===== src/rtl/alu_seq_if.sv =====
// Request/response bus of the sequential ALU.
// The requester (master) drives the operation and operands; the ALU (slave)
// answers with ready/stall status and a registered result with a valid pulse.
interface alu_seq_if;
   logic        valid_i;
   logic [2:0]  ALUCtrl_i;
   logic [31:0] data1_i;
   logic [31:0] data2_i;
   logic        ready_o;
   logic        stall_o;
   logic        valid_o;
   logic [31:0] data_o;
   logic        zero_o;

   modport master (
      output valid_i, ALUCtrl_i, data1_i, data2_i,
      input  ready_o, stall_o, valid_o, data_o, zero_o
   );

   modport slave (
      input  valid_i, ALUCtrl_i, data1_i, data2_i,
      output ready_o, stall_o, valid_o, data_o, zero_o
   );
endinterface


===== src/rtl/alu_seq.sv =====
// Sequential ALU: add, sub, and, or complete in one cycle; mul is an
// iterative shift-add taking 32 cycles, during which new requests are refused.
// Optional build macro ALU_FAST_MUL_EN replaces the iterative multiplier with a
// single-cycle combinational one, so the block never leaves IDLE.
module alu_seq (
   input  logic     clk_i,
   input  logic     rst_i,
   alu_seq_if.slave bus
);

   localparam logic [2:0] OP_AND = 3'b000;
   localparam logic [2:0] OP_OR  = 3'b001;
   localparam logic [2:0] OP_ADD = 3'b010;
   localparam logic [2:0] OP_MUL = 3'b011;
   localparam logic [2:0] OP_SUB = 3'b110;

   localparam logic [0:0] ST_IDLE = 1'b0;
   localparam logic [0:0] ST_MUL  = 1'b1;

   logic [0:0]  state;
   logic [31:0] alu_result;
   logic [31:0] data_q;
   logic        zero_q;
   logic        valid_q;

`ifndef ALU_FAST_MUL_EN
   logic [5:0]  counter;
   logic [31:0] mul_a;
   logic [31:0] mul_b;
   logic [31:0] mul_acc;
   logic [31:0] mul_next;

   // One shift-add step: add the shifted multiplicand when the current multiplier bit is set
   always_comb begin
      mul_next = mul_acc + (mul_b[0] ? mul_a : 32'd0);
   end
`endif

   // Single-cycle result for every code that does not use the iterative multiplier
   always_comb begin
      alu_result = 32'd0;
      case (bus.ALUCtrl_i)
         OP_ADD:  alu_result = bus.data1_i + bus.data2_i;
         OP_SUB:  alu_result = bus.data1_i - bus.data2_i;
         OP_AND:  alu_result = bus.data1_i & bus.data2_i;
         OP_OR:   alu_result = bus.data1_i | bus.data2_i;
`ifdef ALU_FAST_MUL_EN
         OP_MUL:  alu_result = bus.data1_i * bus.data2_i;
`endif
         default: alu_result = 32'd0;
      endcase
   end

   // Request acceptance, multiply sequencing and the registered result
   always_ff @(posedge clk_i) begin
      if (rst_i) begin
         state   <= ST_IDLE;
         data_q  <= 32'd0;
         zero_q  <= 1'b1;
         valid_q <= 1'b0;
`ifndef ALU_FAST_MUL_EN
         counter <= 6'd0;
         mul_a   <= 32'd0;
         mul_b   <= 32'd0;
         mul_acc <= 32'd0;
`endif
      end else begin
         valid_q <= 1'b0;
         case (state)
            ST_IDLE: begin
               if (bus.valid_i) begin
`ifndef ALU_FAST_MUL_EN
                  if (bus.ALUCtrl_i == OP_MUL) begin
                     state   <= ST_MUL;
                     counter <= 6'd0;
                     mul_a   <= bus.data1_i;
                     mul_b   <= bus.data2_i;
                     mul_acc <= 32'd0;
                  end else
`endif
                  begin
                     data_q  <= alu_result;
                     zero_q  <= (alu_result == 32'd0);
                     valid_q <= 1'b1;
                  end
               end
            end
`ifndef ALU_FAST_MUL_EN
            ST_MUL: begin
               if (counter == 6'd31) begin
                  data_q  <= mul_next;
                  zero_q  <= (mul_next == 32'd0);
                  valid_q <= 1'b1;
                  state   <= ST_IDLE;
                  counter <= 6'd0;
               end else begin
                  mul_acc <= mul_next;
                  mul_a   <= {mul_a[30:0], 1'b0};
                  mul_b   <= {1'b0, mul_b[31:1]};
                  counter <= counter + 6'd1;
               end
            end
`endif
            default: state <= ST_IDLE;
         endcase
      end
   end

   assign bus.ready_o = (state == ST_IDLE);
   assign bus.stall_o = (state != ST_IDLE);
   assign bus.valid_o = valid_q;
   assign bus.data_o  = data_q;
   assign bus.zero_o  = zero_q;

endmodule


===== src/flat_wrapper.sv =====
// flat-port wrapper written by rule: the top's interface ports become plain ports
module alu_seq_flat 
  (clk_i, rst_i, bus_valid_i, bus_ALUCtrl_i, bus_data1_i, bus_data2_i, bus_ready_o, bus_stall_o, bus_valid_o, bus_data_o, bus_zero_o);
  alu_seq_if bus_i ();
  input  logic clk_i;
  input  logic rst_i;
  input wire logic [$bits(bus_i.valid_i)-1:0] bus_valid_i;
  input wire logic [$bits(bus_i.ALUCtrl_i)-1:0] bus_ALUCtrl_i;
  input wire logic [$bits(bus_i.data1_i)-1:0] bus_data1_i;
  input wire logic [$bits(bus_i.data2_i)-1:0] bus_data2_i;
  output wire logic [$bits(bus_i.ready_o)-1:0] bus_ready_o;
  output wire logic [$bits(bus_i.stall_o)-1:0] bus_stall_o;
  output wire logic [$bits(bus_i.valid_o)-1:0] bus_valid_o;
  output wire logic [$bits(bus_i.data_o)-1:0] bus_data_o;
  output wire logic [$bits(bus_i.zero_o)-1:0] bus_zero_o;
  assign bus_i.valid_i = bus_valid_i;
  assign bus_i.ALUCtrl_i = bus_ALUCtrl_i;
  assign bus_i.data1_i = bus_data1_i;
  assign bus_i.data2_i = bus_data2_i;
  assign bus_ready_o = bus_i.ready_o;
  assign bus_stall_o = bus_i.stall_o;
  assign bus_valid_o = bus_i.valid_o;
  assign bus_data_o = bus_i.data_o;
  assign bus_zero_o = bus_i.zero_o;
  alu_seq u_core (.clk_i(clk_i), .rst_i(rst_i), .bus(bus_i));
endmodule

===== config.mk =====
export PLATFORM = sky130hd
export DESIGN_NAME = alu_seq_flat
export DESIGN_NICKNAME = d
export VERILOG_FILES = /design/src/rtl/alu_seq_if.sv /design/src/rtl/alu_seq.sv /design/src/flat_wrapper.sv
export SDC_FILE = /design/constraint.sdc
export NUM_CORES = 1
export LEC_CHECK = 0
export ABC_CLOCK_PERIOD_IN_PS = 5950
export BUFFER_PORTS_ARGS = -buffer_cell sky130_fd_sc_hd__buf_2
export CORE_ASPECT_RATIO = 0.9
export CORE_UTILIZATION = 25
export DETAILED_ROUTE_END_ITERATION = 10
export SYNTH_ARGS = -nofsm -noshare
export SYNTH_HDL_FRONTEND = slang
export SYNTH_SLANG_ARGS = --single-unit

===== constraint.sdc =====
create_clock -name clk_i -period 5.95 [get_ports clk_i]
set_input_delay 1.19 -clock clk_i [delete_from_list [all_inputs] [get_ports clk_i]]
set_output_delay 1.19 -clock clk_i [all_outputs]
set_load 0.02 [all_outputs]

== Yosys cells after proc, flatten, opt, wreduce, memory -nomap -nowiden ==
Cells that the tools add are included.
Widths: inputs -> output; s select.

* Add/sub/neg operators: 4
* Reduce and logical (&&, ||, !) cells: 6
* Bitwise operators: 3
* Multiplexer cells: 34
* Equality and inequality tests: 10

{| class="wikitable"
|+ Operators with widths
! cell !! count
|-
| $mux 32 || 13
|-
| $pmux 32 s2 || 4
|-
| $pmux 32 s4 || 1
|-
| $add 32x32->32 || 2
|-
| $logic_not 32->1 || 2
|-
| $and 32x32->32 || 1
|-
| $or 32x32->32 || 1
|-
| $sub 32x32->32 || 1
|-
| $mux 6 || 3
|-
| $pmux 6 s2 || 1
|-
| $mux 1 || 9
|-
| $ne 2x2->1 const B || 4
|-
| $add 6x1->6 const B || 1
|-
| $eq 3x2->1 const B || 2
|-
| $eq 6x5->1 const B || 1
|-
| $pmux 1 s2 || 3
|-
| $reduce_and 3->1 || 2
|-
| $eq 3x1->1 const B || 1
|-
| $eq 3x3->1 const B || 1
|-
| $logic_not 3->1 || 1
|-
| $ne 2x1->1 const B || 1
|-
| $reduce_and 2->1 || 1
|-
| $not 1->1 || 1
|}

* Logic and storage cells: 65
* Register bits after elaboration: 137
* Output and inout port bits: 36
* Input bits: 70

== Depth between registers and ports, before layout ==
Gate-level depths: netlist of run 1.

* Depth in word-level cells: 6
* Mapped depth: 22
* Gate-level depth less buffers: 21

== Worst setup path after synthesis of run 1 ==
No wires, ideal clock.

* Kind: input to register
* Start: in bus_data2_i[5]
* End: reg u_core.zero_q, in the netlist u_core.bus.zero_o
* Setup time: 0.073 ns
* Cell stages on the path: 19
* Setup slack: 0.377 ns
* Arrival: 5.500 ns
* Path buffers: 1
* Cells stage by stage: or3_1 -> or2_2 -> nor3b_1 -> nand3b_1 -> or2_2 -> o21ai_0 -> xor2_1 -> ha_1 -> clkbuf_1 -> a21oi_1 -> o21a_1 -> o21ai_0 -> a21oi_1 -> o211ai_1 -> and4b_1 -> or3_1 -> a2111oi_0 -> nand3_1 -> o211ai_2

* Cells in the longest elaborated chain, start to end: 6
* Elaborated cells on any way between the ends: 9
* Those cells by class: add/sub (2); mux (4); bitwise (2); reduce/logical (1)

{| class="wikitable"
|+ RTL lines
! what !! line !! RTL
|-
| start, declared || flat_wrapper.sv:10 || <nowiki>input wire logic [$bits(bus_i.data2_i)-1:0] bus_data2_i;</nowiki>
|-
| $sub 32x32->32, or another cell as far along || alu_seq.sv:44 || <nowiki>OP_SUB: alu_result = bus.data1_i - bus.data2_i;</nowiki>
|-
| $pmux 32 s4 * || alu_seq.sv:42 || <nowiki>case (bus.ALUCtrl_i)</nowiki>
|-
| $logic_not 32->1 * || alu_seq.sv:83 || <nowiki>zero_q <= (alu_result == 32'd0);</nowiki>
|-
| $mux 1 * || alu_seq.sv:73 || <nowiki>if (bus.ALUCtrl_i == OP_MUL) begin</nowiki>
|-
| $mux 1 * || alu_seq.sv:71 || <nowiki>if (bus.valid_i) begin</nowiki>
|-
| $pmux 1 s2 * || alu_seq.sv:69 || <nowiki>case (state)</nowiki>
|-
| end signal, assigned || alu_seq.sv:83 ||
|-
| end signal, assigned || alu_seq.sv:92 || <nowiki>zero_q <= (mul_next == 32'd0);</nowiki>
|-
| end, declared || alu_seq.sv:23 || <nowiki>logic zero_q;</nowiki>
|}

Every way passes the cells marked *; elsewhere a longest branch is shown, timed or not. The select of a mux whose other input is x is not followed.
A chain may end at the register's enable or synchronous reset.

== Final worst setup path of run 1 ==
Same ends and word-level chain as after synthesis.

==> results of run 1 <==
==> tightest hold or removal path, delay by kind of cell, from the launching register on <==
family	cells	cell delay, ps
AND/OR/NAND/NOR	1	50
AO/OA/AOI/OAI	1	50
flip-flops	1	310
==> registers in the layout, summed over array words and instances (netlist names) <==
| signal | flops |
|---|---|
| u_core.mul_acc | 32 |
| u_core.mul_b | 32 |
| u_core.counter | 6 |
| u_core.mul_a | 32 |
| u_core.bus.stall_o | 1 |
| u_core.bus.zero_o | 1 |
| u_core.bus.data_o | 32 |
| u_core.bus.valid_o | 1 |
==> synthesized netlist by cell type, types with 7 or more instances <==
| library cell | number | area [um^2] |
|---|---|---|
| a211oi_1 | 82 | 616 |
| inv_1 | 21 | 78.8 |
| nor3_1 | 21 | 105 |
| dfxtp_1 | 137 | 2740 |
| o211ai_1 | 24 | 180 |
| xor2_1 | 30 | 263 |
| nor4_1 | 12 | 75.1 |
| ha_1 | 66 | 826 |
| a21o_1 | 23 | 173 |
| xnor2_1 | 43 | 377 |
| clkbuf_1 | 76 | 285 |
| a31oi_1 | 9 | 56.3 |
| nand2b_1 | 16 | 100 |
| and3_1 | 12 | 75.1 |
| nor2b_1 | 7 | 43.8 |
| nor3b_1 | 7 | 52.6 |
| mux2i_1 | 67 | 671 |
| nand3b_1 | 10 | 75.1 |
| a22oi_1 | 30 | 225 |
| buf_1 | 12 | 45.0 |
| o21ai_0 | 55 | 275 |
| nand3_1 | 26 | 130 |
| and2_1 | 38 | 238 |
| nand4_1 | 16 | 100 |
| nand2_1 | 100 | 375 |
| o21bai_1 | 8 | 60.1 |
| o31ai_1 | 17 | 128 |
| o21ai_1 | 7 | 35.0 |
| o21a_1 | 14 | 105 |
| maj3_1 | 26 | 260 |
| nor2_1 | 187 | 702 |
| a21oi_1 | 106 | 531 |
| or3_1 | 10 | 62.6 |
==> cell families (layout without fill, tap and decap cells) <==
kind of cell | count (synthesis) | in the layout | synth area share [%]
muxes | 68 | 68 | 6.24
AOI/OAI and AO/OA | 429 | 429 | 26.6
buffers and inverters | 115 | 207 | 4.21
xor gates and xnor gates | 73 | 73 | 5.85
adders and majority gates | 94 | 94 | 10.3
DFF | 137 | 137 | 25.1
and+or+nand+nor | 490 | 490 | 21.7
other | 0 | 2 | 0
==> layout make-up <==
type,instances,area [um^2]
Inverter,22,82.6
Sequential cell,137,2750
Antenna cell,2,5.00
Tap cell,555,694
Timing Repair Buffer,153,888
Clock buffer,18,429
Fill cell,4622,30300
Multi-Input combinational cell,1154,7760
Clock inverter,14,174
==> routing by layer <==
layer  share of wire, %  GRT usage [%]
met5              0.027              0
met4                1.6           4.16
met3                4.9           2.02
met2                 45           27.1
met1                 48           23.3
==> power by group through the flow <==
stage	combinational (mW)	clock [mW]	sequential, mW
after floorplan	0.465	0	1.02
after global placement	0.722	0	1.01
after detailed placement	0.729	0	1.02
after CTS	0.732	1.15	0.996
after global routing	0.812	1.19	1.00
final	0.737	1.13	0.996
==> metrics by stage <==
step / hold slack (ps) / util (%) / instance area [um^2] / total power, mW / cells
finish: 448 / 29.7 / 12800 / 2.86 / 2055
global route: 466 / 29.7 / 12800 / 3.00 / 2055
CTS: 451 / 29.7 / 12800 / 2.87 / 2053
detailed placement: 442 / 28.3 / 12200 / 1.75 / 2021
global placement: 438 / 28.3 / 12200 / 1.74 / 2021
floorplan: 436 / - / 10900 / 1.49 / 1406
==> worst max-delay path by stage <==
| stage | endpoint | slack, ps | cells past startpoint |
|---|---|---|---|
| final | u_core.bus.zero_o | 610 | 20 |
| after global routing | u_core.bus.zero_o | 170 | 23 |
| after CTS | u_core.bus.zero_o | 610 | 18 |
| after detailed placement | u_core.bus.zero_o | 170 | 18 |
| after global placement | u_core.bus.zero_o | 190 | 20 |
| after floorplan | u_core.bus.zero_o | 380 | 19 |
==> reports/results.ini, run 1 <==
[placement]
gp_congestion = 0.883
dp_slack_ps = 168
portBuffers = 105
dp_hpwl_mm = 27.9

[drt]
vias = 10780
drt_pre_antenna_iters = 7
drt_wl_total_mm = 36.8
drcViolationCount = 0
drt_iter0_drc = 632
drt-vias-per-instance = 5.25
ant_nets = 0
wl_per_cell_um = 17.9

[pwr]
power_switching_mw = 0.950
clock_power_share_pct = 39.4
pwr-share-seq_pct = 34.8
swShare_pct = 33.2
power.internal_mw = 1.91
vdd_ir_drop_max_mv = 0.204
powerDensity_mw_per_mm2 = 224
p_comb_share_pct = 25.8
leakage_nw = 4.92

[worst_setup_path]
startpoint_type = input port
rr_worst_depth = 14
crit_type = in -> reg
cp_slowest_cell = a2111oi_0
cp-startpoint = bus_data2_i[5]
path_max_fanout = 5
max_stage_delay_ps = 410
cp_num_buf_inv = 2
r2r_end = u_core.bus.zero_o
cp.required_ps = 6320
reg2reg_from = u_core.mul_b[0]
r2r_setup_slack_ps = 1090
path_cells = buf_2 > or3_1 > or2_2 > nor3b_1 > buf_4 > nand3b_1 > or2_2 > o21ai_0 > xor2_1 > ha_1 > a21oi_1 > o21a_1 > o21ai_0 > a21oi_1 > o211ai_1 > and4b_1 > or3_1 > a2111oi_0 > nand3_1 > o211ai_2
cp.arrival_ps = 5710
end_kind = flip-flop
crit_family = simple AND/OR/NAND/NOR gates

[cts]
cts_resized = 0
clk_latency_ps = 440
clk_path_buf_depth = 2
clock-sinks = 137
cts_tree = yes
postCtsSetupRepairBufs = 0
htree_num_levels = 4
clockRootBuffer = clkbuf_16
path_clk_slew_ps = 70
cts_buffers = 17
holdBufCountCts = 0

[sta]
max_freq_mhz = 187
worst_pin_slew_ps = 1240
slew_headroom_pct = 17.2
grt_setup_unrepaired = false
worst_slack_ps = 613
fin_crit_sh_pct = 89.7
maxSlewViolCount = 0
tns_ps = 0
period_needed_ps = 5340
hold_violations = 0
skew_ps = 9.09
finalSetupViolations = 0

[min_path]
whs_path_depth = 2
min_from = u_core.bus.data_o[11]
worstHoldEndpoint = u_core.bus.data_o[11]
hold_class = reg -> reg

[die]
start_util_pct = 25.4
die_y_um = 200
die_x_um = 222
ios = 106
rows = 72
dieArea_mm2 = 0.0445
coreArea_mm2 = 0.0431

[yosys]
synth_cell_types = 80
ys_seq_elements = 137
syn_area_mm2 = 0.0109
synth_cells = 1406
avgSynthCellArea_um2 = 7.77
synthFlopType = dfxtp_1
yosys_warnings = 0
synth_edf_count = 0
syn_nets = 1544
synth-async-reset-ratio_pct = 0
ys_seq_area_share_pct = 25.1

[cells_and_area]
final_common_cell = nor2_1
layout.nets = 1623
area_growth_pct = 17.0
drive_gt1_share_pct = 14.2
layout_common_cells = nor2_1 (185), dfxtp_1 (136), a21oi_1 (106)

[global_routing]
grt_pass1_vias = 10585
antenna_found_initial = 4
grt_pass1_wl_mm = 59.4
overflow = 0
track_usage_pct = 16.7
grt_max_degree = 126

[job]
drv_cap = 0

[outcome]
status = finished, final reports clean

No activity file was read; power rests on OpenSTA's default activity.
==> run 2, diff against run 1 <==
--- a/config.mk
+++ b/config.mk
@@ -10,6 +10,7 @@
 export CORE_ASPECT_RATIO = 0.9
 export CORE_UTILIZATION = 25
 export DETAILED_ROUTE_END_ITERATION = 10
+export RECOVER_POWER = 100
 export SYNTH_ARGS = -nofsm -noshare
 export SYNTH_HDL_FRONTEND = slang
 export SYNTH_SLANG_ARGS = --single-unit
==> reports/results.ini, run 2 (synthesis results as in run 1) <==
[sta]
skew_ps = 8.85
max_freq_mhz = 185
worst_pin_slew_ps = 2820
maxSlewViolCount = 257
fin_crit_sh_pct = 90.7
grt_setup_unrepaired = false
finalSetupViolations = 0
slew_headroom_pct = -88.6
period_needed_ps = 5400
hold_violations = 0
tns_ps = 0

[placement]
portBuffers = 105
gp_congestion = 0.883
dp_hpwl_mm = 27.9

[die]
start_util_pct = 25.4
die_x_um = 222
die_y_um = 200
dieArea_mm2 = 0.0445
coreArea_mm2 = 0.0431
ios = 106
rows = 72

[global_routing]
grt_pass1_vias = 10585
grt_pass1_wl_mm = 59.4
antenna_found_initial = 4
track_usage_pct = 16.7
overflow = 0
grt_max_degree = 126

[drt]
wl_per_cell_um = 17.9
drt-vias-per-instance = 5.24
ant_nets = 0
drt_wl_total_mm = 36.9
drt_pre_antenna_iters = 6
drt_iter0_drc = 618
drcViolationCount = 0
vias = 10771

[job]
drv_cap = 4

[cells_and_area]
final_common_cell = nor2_1
area_growth_pct = 16.1
layout.nets = 1623
multiInputGateArea_mm2 = 0.00775
drive_gt1_share_pct = 10.9
regArea_mm2 = 0.00274
layout_common_cells = nor2_1 (186), dfxtp_1 (137), a21oi_1 (106)
fillerInstances = 4648

[cts]
postCtsSetupRepairBufs = 0
holdBufCountCts = 0
path_clk_slew_ps = 70
clk_latency_ps = 440
cts_buffers = 17
clock-sinks = 137
htree_num_levels = 4
clockRootBuffer = clkbuf_16
cts_tree = yes
cts_resized = 0
clk_path_buf_depth = 2

[worst_setup_path]
cp.arrival_ps = 5770
cp.required_ps = 6320
startpoint_type = input port
crit_type = in -> reg
path_max_fanout = 5
end_kind = flip-flop

[pwr]
vdd_ir_drop_max_mv = 0.204
leakage_nw = 4.74
total_power_mw = 2.85
powerDensity_mw_per_mm2 = 225

[min_path]
hold_class = reg -> reg

[outcome]
violations = capacitance limit, slew limit
status = finished, violations left

run 2: final timing paths:
| path | from | endpoint | slack [ps] | depth (start not counted) |
|---|---|---|---|---|
| min reg2reg | u_core.bus.data_o[11] | u_core.bus.data_o[11] | 450 | 2 |
| max | bus_data2_i[2] | u_core.bus.zero_o | 550 | 20 |
| max reg2reg | u_core.bus.stall_o | u_core.mul_acc[18] | 660 | 5 |
| min | u_core.bus.data_o[11] | u_core.bus.data_o[11] | 450 | 2 |
run 2: layer usage:
layer	GRT usage [%]	up-vias	wire length, um
li1	-	5349	-
met1	23.3	5077	17900
met2	27.1	304	16600
met3	2.02	39	1800
met4	4.16	2	559
met5	0	-	10
run 2: final cells by class:
cell class	instances	share of cell area, %
Tap cell	555	5.47
Antenna cell	2	0.0394
Inverter	22	0.651
Multi-Input combinational cell	1154	61.1
Clock buffer	18	3.38
Clock inverter	14	1.37
Sequential cell	137	21.6
Timing Repair Buffer	153	6.37
run 2: power by group:
group          total [mW]  internal (mW)  switching (mW)
registers           0.996          0.962          0.0343
logic               0.731          0.279           0.452
clock network        1.13          0.661           0.465
run 2: stage by stage:
step / std cells / utilization [%] / hold slack (ps) / instance area, um^2 / setup slack (ps)
after CTS: 2053 / 29.7 / 451 / 12800 / 613
after global routing: 2055 / 29.5 / 469 / 12700 / 140
after floorplan: 1406 / - / 436 / 10900 / 377
after global placement: 2021 / 28.3 / 438 / 12200 / 189
final: 2055 / 29.5 / 452 / 12700 / 552
after detailed placement: 2021 / 28.3 / 442 / 12200 / 168
run 2: worst max-delay path, cell delays in order:
cell and delay [ps]:
buf_2 140, or3_1 450, nor3_1 160, clkbuf_1 260
nand2_1 160, nor4b_1 360, buf_4 190, nand2b_1 140
o31ai_1 270, xor2_1 170, ha_1 260, and3_1 230
nor3b_1 150, a21oi_1 170, o211ai_1 140, and4b_1 210
or3_1 390, a2111oi_0 410, nand3_1 130, o211ai_1 190
